===== config.mk =====
export PLATFORM = sky130hd
export DESIGN_NAME = promedio_uart_tx
export DESIGN_NICKNAME = d
export VERILOG_FILES = /design/src/rtl/promedio_uart_tx.sv
export SDC_FILE = /design/constraint.sdc
export NUM_CORES = 1
export LEC_CHECK = 0
export CAP_MARGIN = 20
export CORE_UTILIZATION = 60
export DETAILED_ROUTE_END_ITERATION = 10
export PLACE_DENSITY = 0.8
export SYNTH_ARGS = -nofsm -noshare
export SYNTH_HDL_FRONTEND = slang
export SYNTH_SLANG_ARGS = --single-unit

===== constraint.sdc =====
create_clock -name clk -period 3.9 [get_ports clk]
set_input_delay 0.585 -clock clk [delete_from_list [all_inputs] [get_ports clk]]
set_output_delay 0.585 -clock clk [all_outputs]
set_load 0.05 [all_outputs]

===== src/rtl/promedio_uart_tx.sv =====
// promedio_uart_tx: consumer end of the averager's result interface.
// Captures each averaged value on its one-cycle data_valid pulse and sends it
// as NB = ceil(N/8) UART bytes (8N1), most significant byte first.
// A one-deep shadow register holds a value that arrives mid-frame. A value
// arriving while the shadow is already full is dropped, and the sticky overrun
// flag is set.
// Optional build macro PROMEDIO_TX_HEADER_EN: when it is defined, every frame is
// prefixed with the sync byte 0xA5.
module promedio_uart_tx #(
   parameter int N       = 8,
   parameter int CLK_DIV = 16
) (
   input  logic         clk,
   input  logic         reset,
   input  logic [N-1:0] data_in,
   input  logic         data_valid,
   input  logic         ovr_clr,
   output logic         tx,
   output logic         busy,
   output logic         overrun
);

   localparam int NB = (N + 7) / 8;
   localparam int DW = NB * 8;
`ifdef PROMEDIO_TX_HEADER_EN
   localparam int NBYTES = NB + 1;
   localparam logic [7:0] SYNC_BYTE = 8'hA5;
`else
   localparam int NBYTES = NB;
`endif
   localparam int BCW = (NBYTES > 1) ? $clog2(NBYTES) : 1;
   localparam logic [BCW-1:0] LAST_BYTE   = BCW'(NBYTES - 1);
   localparam logic [15:0]    BAUD_RELOAD = 16'(CLK_DIV - 1);

   typedef enum logic [1:0] {
      IDLE  = 2'd0,
      START = 2'd1,
      DATA  = 2'd2,
      STOP  = 2'd3
   } state_t;

   state_t           state_q;
   logic             tx_q;
   logic             busy_q;
   logic             overrun_q;
   logic [DW-1:0]    txd_q;         // value being transmitted, zero-extended
   logic [N-1:0]     shadow_q;      // value waiting behind the current frame
   logic             shadow_full_q;
   logic [7:0]       sh_q;          // current byte, shifted out LSB first
   logic [15:0]      baud_q;        // cycles left in the current bit
   logic [2:0]       bit_cnt_q;
   logic [BCW-1:0]   byte_cnt_q;

   logic             baud_tick;
   logic             more_bytes;
   logic             frame_end;
   logic             take_direct;
   logic             ovr_event;
   logic [7:0]       cur_byte;

   // Zero-extend a captured value to a whole number of bytes.
   function automatic logic [DW-1:0] zext(input logic [N-1:0] v);
      logic [DW-1:0] r;
      r        = '0;
      r[N-1:0] = v;
      return r;
   endfunction

   // Pick the byte with index k of the frame, counting from the first byte on the line.
   function automatic logic [7:0] byte_sel(input logic [DW-1:0] d,
                                           input logic [BCW-1:0] k);
      logic [7:0] r;
      r = 8'h00;
`ifdef PROMEDIO_TX_HEADER_EN
      if (k == '0) r = SYNC_BYTE;
      for (int i = 0; i < NB; i++) begin
         if (k == BCW'(i + 1)) r = d[(NB-1-i)*8 +: 8];
      end
`else
      for (int i = 0; i < NB; i++) begin
         if (k == BCW'(i)) r = d[(NB-1-i)*8 +: 8];
      end
`endif
      return r;
   endfunction

   // Bit-boundary, end-of-frame and buffering decisions shared by the FSM.
   always_comb begin
      baud_tick   = 1'b0;
      more_bytes  = 1'b0;
      frame_end   = 1'b0;
      take_direct = 1'b0;
      ovr_event   = 1'b0;
      cur_byte    = byte_sel(txd_q, byte_cnt_q);
      baud_tick   = (baud_q == 16'd0);
      more_bytes  = (byte_cnt_q != LAST_BYTE);
      frame_end   = (state_q == STOP) && baud_tick && !more_bytes;
      // A value arriving exactly as the last stop bit ends, with nothing
      // pending, becomes the next frame without passing through the shadow.
      take_direct = frame_end && !shadow_full_q && data_valid;
      ovr_event   = (state_q != IDLE) && data_valid && shadow_full_q && !frame_end;
   end

   // Transmit FSM, shadow buffer and overrun flag, with registered outputs.
   always_ff @(posedge clk or posedge reset) begin
      if (reset) begin
         state_q       <= IDLE;
         tx_q          <= 1'b1;
         busy_q        <= 1'b0;
         overrun_q     <= 1'b0;
         txd_q         <= '0;
         shadow_q      <= '0;
         shadow_full_q <= 1'b0;
         sh_q          <= 8'h00;
         baud_q        <= 16'd0;
         bit_cnt_q     <= 3'd0;
         byte_cnt_q    <= '0;
      end else begin
         case (state_q)
            IDLE: begin
               if (data_valid) begin
                  txd_q      <= zext(data_in);
                  byte_cnt_q <= '0;
                  baud_q     <= BAUD_RELOAD;
                  tx_q       <= 1'b0;
                  busy_q     <= 1'b1;
                  state_q    <= START;
               end
            end

            START: begin
               if (baud_tick) begin
                  sh_q      <= cur_byte;
                  tx_q      <= cur_byte[0];
                  bit_cnt_q <= 3'd0;
                  baud_q    <= BAUD_RELOAD;
                  state_q   <= DATA;
               end else begin
                  baud_q <= baud_q - 16'd1;
               end
            end

            DATA: begin
               if (baud_tick) begin
                  baud_q <= BAUD_RELOAD;
                  if (bit_cnt_q == 3'd7) begin
                     tx_q    <= 1'b1;
                     state_q <= STOP;
                  end else begin
                     sh_q      <= {1'b0, sh_q[7:1]};
                     tx_q      <= sh_q[1];
                     bit_cnt_q <= bit_cnt_q + 3'd1;
                  end
               end else begin
                  baud_q <= baud_q - 16'd1;
               end
            end

            STOP: begin
               if (baud_tick) begin
                  if (more_bytes) begin
                     byte_cnt_q <= byte_cnt_q + BCW'(1);
                     baud_q     <= BAUD_RELOAD;
                     tx_q       <= 1'b0;
                     state_q    <= START;
                  end else if (shadow_full_q) begin
                     txd_q      <= zext(shadow_q);
                     byte_cnt_q <= '0;
                     baud_q     <= BAUD_RELOAD;
                     tx_q       <= 1'b0;
                     state_q    <= START;
                  end else if (take_direct) begin
                     txd_q      <= zext(data_in);
                     byte_cnt_q <= '0;
                     baud_q     <= BAUD_RELOAD;
                     tx_q       <= 1'b0;
                     state_q    <= START;
                  end else begin
                     byte_cnt_q <= '0;
                     busy_q     <= 1'b0;
                     state_q    <= IDLE;
                  end
               end else begin
                  baud_q <= baud_q - 16'd1;
               end
            end

            default: begin
               tx_q    <= 1'b1;
               busy_q  <= 1'b0;
               state_q <= IDLE;
            end
         endcase

         // Shadow: filled by mid-frame arrivals, drained at the end of a frame.
         if (state_q != IDLE) begin
            if (frame_end && shadow_full_q) begin
               if (data_valid) begin
                  shadow_q <= data_in;
               end else begin
                  shadow_full_q <= 1'b0;
               end
            end else if (data_valid && !frame_end && !shadow_full_q) begin
               shadow_q      <= data_in;
               shadow_full_q <= 1'b1;
            end
         end

         // A new drop beats a simultaneous clear.
         if (ovr_event) begin
            overrun_q <= 1'b1;
         end else if (ovr_clr) begin
            overrun_q <= 1'b0;
         end
      end
   end

   assign tx      = tx_q;
   assign busy    = busy_q;
   assign overrun = overrun_q;

endmodule


# Yosys cells after proc, flatten, opt, wreduce, memory -nomap -nowiden
# Cells that the tools add are included.
dict set report totals {
  regBits 50
  latch_bits 0
  ramBits 0
  romBits 0
  input_bits 12
  output_inout_bits 3
  wordCells 118
  memories 0
}
dict set report op_classes {
  addsub 3
  mul 0
  div 0
  n_lt_le_gt_ge 0
  n_eq_ne 18
  shifts 0
  mux 56
  bitwise_logic 0
  reduce_logical 30
}
# op count
set op_table {}
lappend op_table {{2-to-1 mux 16 bit} 6}
lappend op_table {{2-to-1 mux 8 bit} 11}
lappend op_table {{case mux 16 bit (3 select lines)} 1}
lappend op_table {{case mux 8 bit (2 select lines)} 2}
lappend op_table {{2-to-1 mux 1 bit} 23}
lappend op_table {{!= test 2 bit (second input constant)} 11}
lappend op_table {{logical NOT 16 bit} 1}
lappend op_table {{subtractor 16 x 1 -> 16 bit (second input constant)} 1}
lappend op_table {{AND reduction 5 bit} 3}
lappend op_table {{logical AND 1 bit} 10}
lappend op_table {{2-to-1 mux 2 bit} 5}
lappend op_table {{nonzero test 2 bit} 5}
lappend op_table {{2-to-1 mux 3 bit} 3}
lappend op_table {{AND reduction 3 bit} 3}
lappend op_table {{case mux 2 bit (4 select lines)} 1}
lappend op_table {{case mux 3 bit (2 select lines)} 1}
lappend op_table {{AND reduction 6 bit} 1}
lappend op_table {{!= test 5 bit (second input constant)} 1}
lappend op_table {{equality test 2 bit (second input constant)} 2}
lappend op_table {{!= test 4 bit (second input constant)} 1}
lappend op_table {{case mux 1 bit (2 select lines)} 2}
lappend op_table {{case mux 1 bit (4 select lines)} 1}
lappend op_table {{AND reduction 4 bit} 1}
lappend op_table {{adder 3 x 1 -> 3 bit (second input constant)} 1}
lappend op_table {{other kinds (8)} 10}

# Logic depth before layout (Yosys ltp)
# Gate-level depths: netlist of run 1.
dict set report logic_depth {
  depth_word 10
  ltp_mapped 9
  depth_no_buf 7
}

# Worst setup path before layout of run 1
# Ideal clock, no wire load.
dict set report synth_timing {
  path_type {register to register}
  startpoint {reg state_q[0]}
  endpoint {reg txd_q[0]}
  setup_time_ps 125
  t_arrival_ps 2003
  t_required_ps 3775
  path_slack_ps 1773
  stages_incl_launch_ff 9
  n_path_buf 2
  period_less_slack_ps 2127
  path_cell_list {dfrtp_1 -> ha_1 -> buf_2 -> nor4bb_1 -> and4_1 -> buf_6 -> a21o_4 -> a32oi_4 -> mux2_2}
}
dict set report synth_via {
  elab_chain_len 7
  elab_cells_between_ends 13
  cone_classes {eq/ne: 5; mux: 1; reduce/logical: 7}
}
# element line
set synth_rtl {}
lappend synth_rtl {{from (decl)} 42} ;# state_t state_q;
lappend synth_rtl {{from (signal assigned)} 107} ;# state_q <= IDLE;
lappend synth_rtl {{from (signal assigned)} 127} ;# state_q <= START;
lappend synth_rtl {{from (signal assigned)} 137} ;# state_q <= DATA;
lappend synth_rtl {{equality test 2 bit} {97, 119}}
lappend synth_rtl {{logical AND 1 bit (2 in a row)} 97} ;# frame_end = (state_q == STOP) && baud_tick && !more_bytes;
lappend synth_rtl {{logical AND 1 bit (2 in a row)} 100} ;# take_direct = frame_end && !shadow_full_q && data_valid;
lappend synth_rtl {{!= test 3 bit (no source line)} --}
lappend synth_rtl {{AND reduction 5 bit (no source line)} --}
lappend synth_rtl {{to (signal assigned)} 122} ;# txd_q <= zext(data_in);
lappend synth_rtl {{to (signal assigned)} 167} ;# txd_q <= zext(shadow_q);
lappend synth_rtl {{to (signal assigned)} 173} ;# txd_q <= zext(data_in);
lappend synth_rtl {{to (decl)} 46} ;# logic [DW-1:0] txd_q;
# Several ways; a longest one is shown, not always the timed one.
# A chain may end at the register's enable or synchronous reset.

# Final worst setup path of run 1
dict set report layout_timing {
  startpoint {reg baud_q[0]}
  endpoint {reg sh_q[6]}
}
dict set report layout_via {
  elab_chain_len 3
  elab_cells_between_ends 4
  cone_classes {eq/ne: 2; reduce/logical: 2}
}
# element line
set layout_rtl {}
lappend layout_rtl {{from (decl)} 50} ;# logic [15:0] baud_q;
lappend layout_rtl {{from (signal assigned)} 139} ;# baud_q <= baud_q - 16'd1;
lappend layout_rtl {{from (signal assigned)} 155} ;# baud_q <= baud_q - 16'd1;
lappend layout_rtl {{from (signal assigned)} 184} ;# baud_q <= baud_q - 16'd1;
lappend layout_rtl {{logical NOT 16 bit *} 95} ;# baud_tick = (baud_q == 16'd0);
lappend layout_rtl {{!= test 2 bit (no source line)} --}
lappend layout_rtl {{AND reduction 4 bit (no source line) *} --}
lappend layout_rtl {{to (signal assigned)} 133} ;# sh_q <= cur_byte;
lappend layout_rtl {{to (signal assigned)} 150} ;# sh_q <= {1'b0, sh_q[7:1]};
lappend layout_rtl {{to (decl)} 49} ;# logic [7:0] sh_q;
# Every way passes the cells marked *; elsewhere a longest branch is shown, timed or not.

==> metrics, run 1 <==
Total GRT Usage 23.2%; WP data arrival 2660 ps; PD cells 294 nW/µm²; RSZ-0062 raised after global routing no; Yosys Warn Count 0; # Post-CTS Setup Buffers 0; Core Region ~4000 µm²; fin crit share 62.6%; TritonCTS buffer count 5; crit path max fanout 12; fillers between 300 and 400; layout cells sized above 1 roughly 16%; CP most frequent cell nor2_1; setup violators final 0; antenna violations before repair 0; Die Y-Extent ~70 µm; Sequential Area 1200 µm²; ys async rst share 100%; Via density between 6 and 7; Worst Hold Slack 485 ps; CP peak stage delay 660 ps; Req. time, crit path 4120 ps; CTS tree built; first-pass GRT wire length 8.14 mm; port buffer count 14; CTS Sinks 48; Clock Latency Late Sink 290 ps; Area Overhead vs Synth 9.45%; Cell Rows 23; FF-to-FF Start baud_q[0]$_DFFE_PP0P_; r2r endpoint sh_q[6]$_DFFE_PP0P_; CTS Hold Bufs 0; synthesized area per cell 10.4 µm²; Leak 0.00137 µW; Yosys cell types 48; Post-synth EDFFs 0; Pins Over Slew Limit 0; drt drc 0; clk buf depth 2; cell depth of the worst flop-to-flop path 7; global route total overflow 0; Clock Tree Root clkbuf_8; number of global-route vias before repair 1856; initial drt markers between 150 and 200; Die Wd just under 70 µm; io pins 15; Slew @ Worst Pin 723 ps; Tmin final 2440 ps; syn nets 276; Die Footprint approximately 4700 µm²; Multi-input gate area 1350 µm²; critical-path cell list inv_1, ha_1, nor3b_1, nand4_1, nor2_1, nor2_1, a21oi_1; final wirelength 4.84 mm; kind of start point of the critical path flip-flop; Initial Util 64.6%; final hold viol count 0; slack of the worst reg-to-reg path 1460 ps; dominant synthesized flop cell dfrtp_1; kind of critical path flip-flop to flip-flop; final setup margin 1460 ps; outcome complete, no violations; synthesized cell area 2660 µm²; nets 287; diode count 0; Crit-path slowest cell nor2_1; cts repair resizes 0; Synth Register Bits 48; Worst setup startpoint baud_q[0]$_DFFE_PP0P_; crit path to sh_q[6]$_DFFE_PP0P_; Synth Instances 256; Vias 1910; MaxCap Viol Count 0; wire per inst 15.2 µm; HPWL reported at the end of detailed placement 3.50 mm; H-Tree Depth 2; Final TNS setup 0 ps; DRT Pass-1 Iters 4; Routability Congestion 0.846; VDD IR max approximately 0.00024 V; CTS clk-pin slew, worst paths roughly 80 ps; post-route ant nets 0; Hold/Removal Path Class flip-flop to flip-flop; largest net degree at the start of global routing 49; FMAX 410 MHz; Seq/Total Area, Yosys 45.2%; Worst slew margin 51.8%; total power draw approximately 860 µW; Placement Setup Slack between 1000 and 1500 ps; Crit. End Element flip-flop; clock skew roughly 6 ps
## area by class of cell
| type | count | area share, % |
|---|---|---|
| sequential | 48 | 41.3 |
| clock buffer | 8 | 3.09 |
| multi-input combinational | 185 | 46.4 |
| inverter | 12 | 1.55 |
| timing repair buffer | 15 | 5.50 |
| tap | 50 | 2.15 |
## layer usage
layer	vias to the layer above	track usage, %	wire length, µm
met1	923	28.4	2290
met3	4	5.92	147
met2	33	39.7	2380
met4	0	7.55	28
li1	950	-	-
met5	-	0	0
## worst max-delay path, delay by kind of cell (launching register included)
family | cells | cell delay, ps
adders and majority gates | 1 | 220
DFF | 1 | 440
buffers and inverters | 1 | 80
and+or+nand+nor | 4 | 1470
AOI/OAI and AO/OA | 1 | 150
## sequential cells by signal, indices dropped and copies added (netlist names)
register	flops
baud_q	16
shadow_full_q	1
txd_q	8
state_q	2
overrun	1
bit_cnt_q	3
sh_q	7
shadow_q	8
tx	1
busy	1
## synthesized netlist by cell type, types with 3 or more instances
library cell,n,area [µm²]
dfrtp_1,47,1180
nor2_1,25,93.8
mux2_2,24,270
a21oi_1,19,95.1
nand2_1,16,60.1
inv_1,12,45.0
mux2i_1,11,110
o21ai_0,10,50.1
ha_1,8,100
nor3_1,7,35.0
nand4_1,6,37.5
clkbuf_1,5,18.8
nand3_1,5,25.0
or4_1,5,37.5
xor2_1,5,43.8
a22o_1,4,35.0
buf_2,4,20.0
or3_1,4,25.0
nor3b_1,3,22.5
## how the worst min path moves through the flow
stage	startpoint	endpoint	slack, ps	depth (start not counted)
finish	tx$_DFFE_PP1P_	tx$_DFFE_PP1P_	480	2
global placement	tx$_DFFE_PP1P_	tx$_DFFE_PP1P_	470	2
detailed placement	tx$_DFFE_PP1P_	tx$_DFFE_PP1P_	480	2
CTS	tx$_DFFE_PP1P_	tx$_DFFE_PP1P_	490	2
floorplan	sh_q[7]$_DFFE_PP0P_	sh_q[7]$_DFFE_PP0P_	470	2
global route	tx$_DFFE_PP1P_	tx$_DFFE_PP1P_	510	2
## logic make-up (layout without fill, tap and decap cells)
group                      count (synthesis)  in the layout  synth area share (%)
AOI/OAI and AO/OA                         49             49                  12.5
muxes                                     35             35                  14.3
xor gates and xnor gates                   6              6                  1.98
and+or+nand+nor                           87             87                  18.3
adders and majority gates                  8              8                  3.76
buffers and inverters                     23             35                  4.00
DFF                                       48             48                  45.2
## power breakdown
part	total [µW]	switching, µW	internal [µW]
logic	44.2	20.5	23.7
registers	512	4.66	508
clock network	301	156	145
total	857	181	676
## through the flow
stage	instance area, µm²	std cells	util, %
2_1_floorplan	2660	256	-
4_1_cts	2890	317	70.3
6_report	2910	318	70.8
3_3_place_gp	2800	309	68.1
5_1_grt	2910	318	70.8
3_5_place_dp	2800	309	68.1
## cell usage in the layout (no fill, tap or decap), types with 3 or more instances in the layout
master,count
nand4_1,6
a22o_1,4
dfrtp_1,47
nand3_1,5
ha_1,8
or3_1,4
clkbuf_8,6
or4_1,5
nand2_1,16
mux2_2,24
inv_1,11
clkdlybuf4s50_1,14
a21oi_1,19
o21ai_0,10
nor3b_1,3
nor2_1,25
xor2_1,5
mux2i_1,11
nor3_1,7
No activity file was read; power rests on OpenSTA's default activity.
==> inputs of run 2 (changes only) <==
--- a/config.mk
+++ b/config.mk
@@ -6,9 +6,9 @@
 export NUM_CORES = 1
 export LEC_CHECK = 0
 export CAP_MARGIN = 20
-export CORE_UTILIZATION = 60
+export CORE_UTILIZATION = 54
 export DETAILED_ROUTE_END_ITERATION = 10
-export PLACE_DENSITY = 0.8
+export PLACE_DENSITY = 0.76
 export SYNTH_ARGS = -nofsm -noshare
 export SYNTH_HDL_FRONTEND = slang
 export SYNTH_SLANG_ARGS = --single-unit
==> constraint.sdc (replaced) <==
create_clock -name clk -period 2.1 [get_ports clk]
set_input_delay 0.315 -clock clk [delete_from_list [all_inputs] [get_ports clk]]
set_output_delay 0.315 -clock clk [all_outputs]
set_load 0.05 [all_outputs]
==> run 2 against run 1 <==
  * Clock skew up 5.3 ps
  * Combinational power is 90% higher
  * Sequential power is 86% higher
  * Design area grew 14%
  * Total power grew 100%
  * Critical endpoint is now txd_q[1]$_DFFE_PP0P_
  * Largest power group unchanged
  * Highest routed layer unchanged
==> metrics, run 2 (same netlist as run 1, synthesis figures left out) <==
io pins 15; Area Overhead vs Synth 24.3%; Leak 0.00157 µW; Die Y-Extent 72.2 µm; most common cell after layout, fill and taps aside dfrtp_1; Initial Util 56.3%; Cell Rows 25; CTS tree built; H-Tree Depth 2; CTS clk-pin slew, worst paths about 100 ps; Slew @ Worst Pin 494 ps; setup violators final 0; DRT Pass-1 Iters 4; crit path max fanout 8; post-route ant nets 0; Hold/Removal Path Class input pin to asynchronous set/reset pin; VDD IR max 0.000563 V; Total GRT Usage 23.4%; Die Footprint 5210 µm²; number of global-route vias before repair 2064; antenna violations before repair 0; CTS Hold Bufs 0; Clock Tree Root clkbuf_8; Biggest register baud_q; Die Wd 72.2 µm; Pins Over Slew Limit 0; max FFs per register 16; Routability Congestion 0.864; clk buf depth 2; nets 323; final hold viol count 0; most frequent cells in the layout dfrtp_1, buf_4, nor2_1, mux2_2, a21oi_1; Worst slew margin 67.0%; CTS Sinks 48; PD cells about 520 nW/µm²; wire per inst 15.0 µm; total power draw 1720 µW; MaxCap Viol Count 0; layout cells sized above 1 29.9%; initial drt markers 74; kind of start point of the critical path flip-flop; diode count 0; Core Util, Final 70.0%; largest net degree at the start of global routing 34; fin crit share a little over nine tenths; final wirelength 5.57 mm; FMAX a little under 500 MHz; outcome complete, no violations; Core Region 4720 µm²; Req. time, crit path between 2000 and 2500 ps; Tmin final 2040 ps; Clock Latency Late Sink 310 ps; Vias 2061; fillers 337; kind of critical path flip-flop to flip-flop; biggest registers after layout baud_q x16, shadow_q x8, txd_q x8; global route total overflow 0; Final TNS setup 0 ps; TritonCTS buffer count 5; HPWL reported at the end of detailed placement 4.07 mm; Via density 5.56; WP data arrival 2240 ps; Crit. End Element flip-flop; port buffer count 14; first-pass GRT wire length 9.42 mm; clock skew 11.1 ps; drt drc 0
run 2: where the power goes:
part | internal (µW) | leakage [µW] | switching (µW)
clock | 359 | 0.0000548 | 325
sequential | 943 | 0.000614 | 8.97
combinational | 45.2 | 0.000900 | 39.0
run 2: final cells by class:
type / instances / area (µm²) / share of cell area, %
well taps: 67 / 83.8 / 2.54
repair buffers: 51 / 443 / 13.4
flip-flops and latches: 48 / 1200 / 36.4
clock buffers: 5 / 68.8 / 2.08
inverters: 12 / 45.0 / 1.36
clock inverters: 3 / 46.3 / 1.40
multi-input cells: 185 / 1420 / 42.8
run 2: stage by stage:
stage                     setup WS, ps  area, µm²  hold WS, ps  cells
after floorplan                  -27.4       2660          414    256
after global placement            18.1       3080          478    357
after CTS                         4.47       3210          301    366
after global routing             -36.7       3310          327    371
after detailed placement         -30.1       3080          481    357
final                             64.8       3310          297    371
run 2: final timing paths:
kind	start	endpoint	slack, ps	cells past startpoint
max in group asynchronous	reset	tx$_DFFE_PP1P_	1250	3
worst max-delay path	state_q[0]$_DFFE_PP0P_	txd_q[1]$_DFFE_PP0P_	60	6
worst max register to register	state_q[0]$_DFFE_PP0P_	txd_q[1]$_DFFE_PP0P_	60	6
worst min register to register	tx$_DFFE_PP1P_	tx$_DFFE_PP1P_	490	2
worst min-delay path	reset	bit_cnt_q[0]$_DFFE_PP0P_	300	2
min in group clk	tx$_DFFE_PP1P_	tx$_DFFE_PP1P_	490	2
run 2: what timing repair did:
item / in CTS / in global routing
pin swaps: 1 / 3
buffers inserted: 1 / 5
gates resized for setup: 3 / 13
setup endpoints to repair: 16 / 42
hold endpoints to repair: 0 / 0
run 2: routing by layer:
layer	vias up	GRT usage, %	routed length [µm]
met4	0	6.97	59
met2	27	42.6	2940
met1	1010	28.1	2420
met5	-	0	0
li1	1017	-	-
met3	7	4.17	153
run 2: critical path: stages (launching register included):
cell and delay, ps:
dfrtp_1 420, ha_1 230, nor4bb_2 180, and4_4 230, a21o_4 190, a32oi_4 300
mux2_2 380
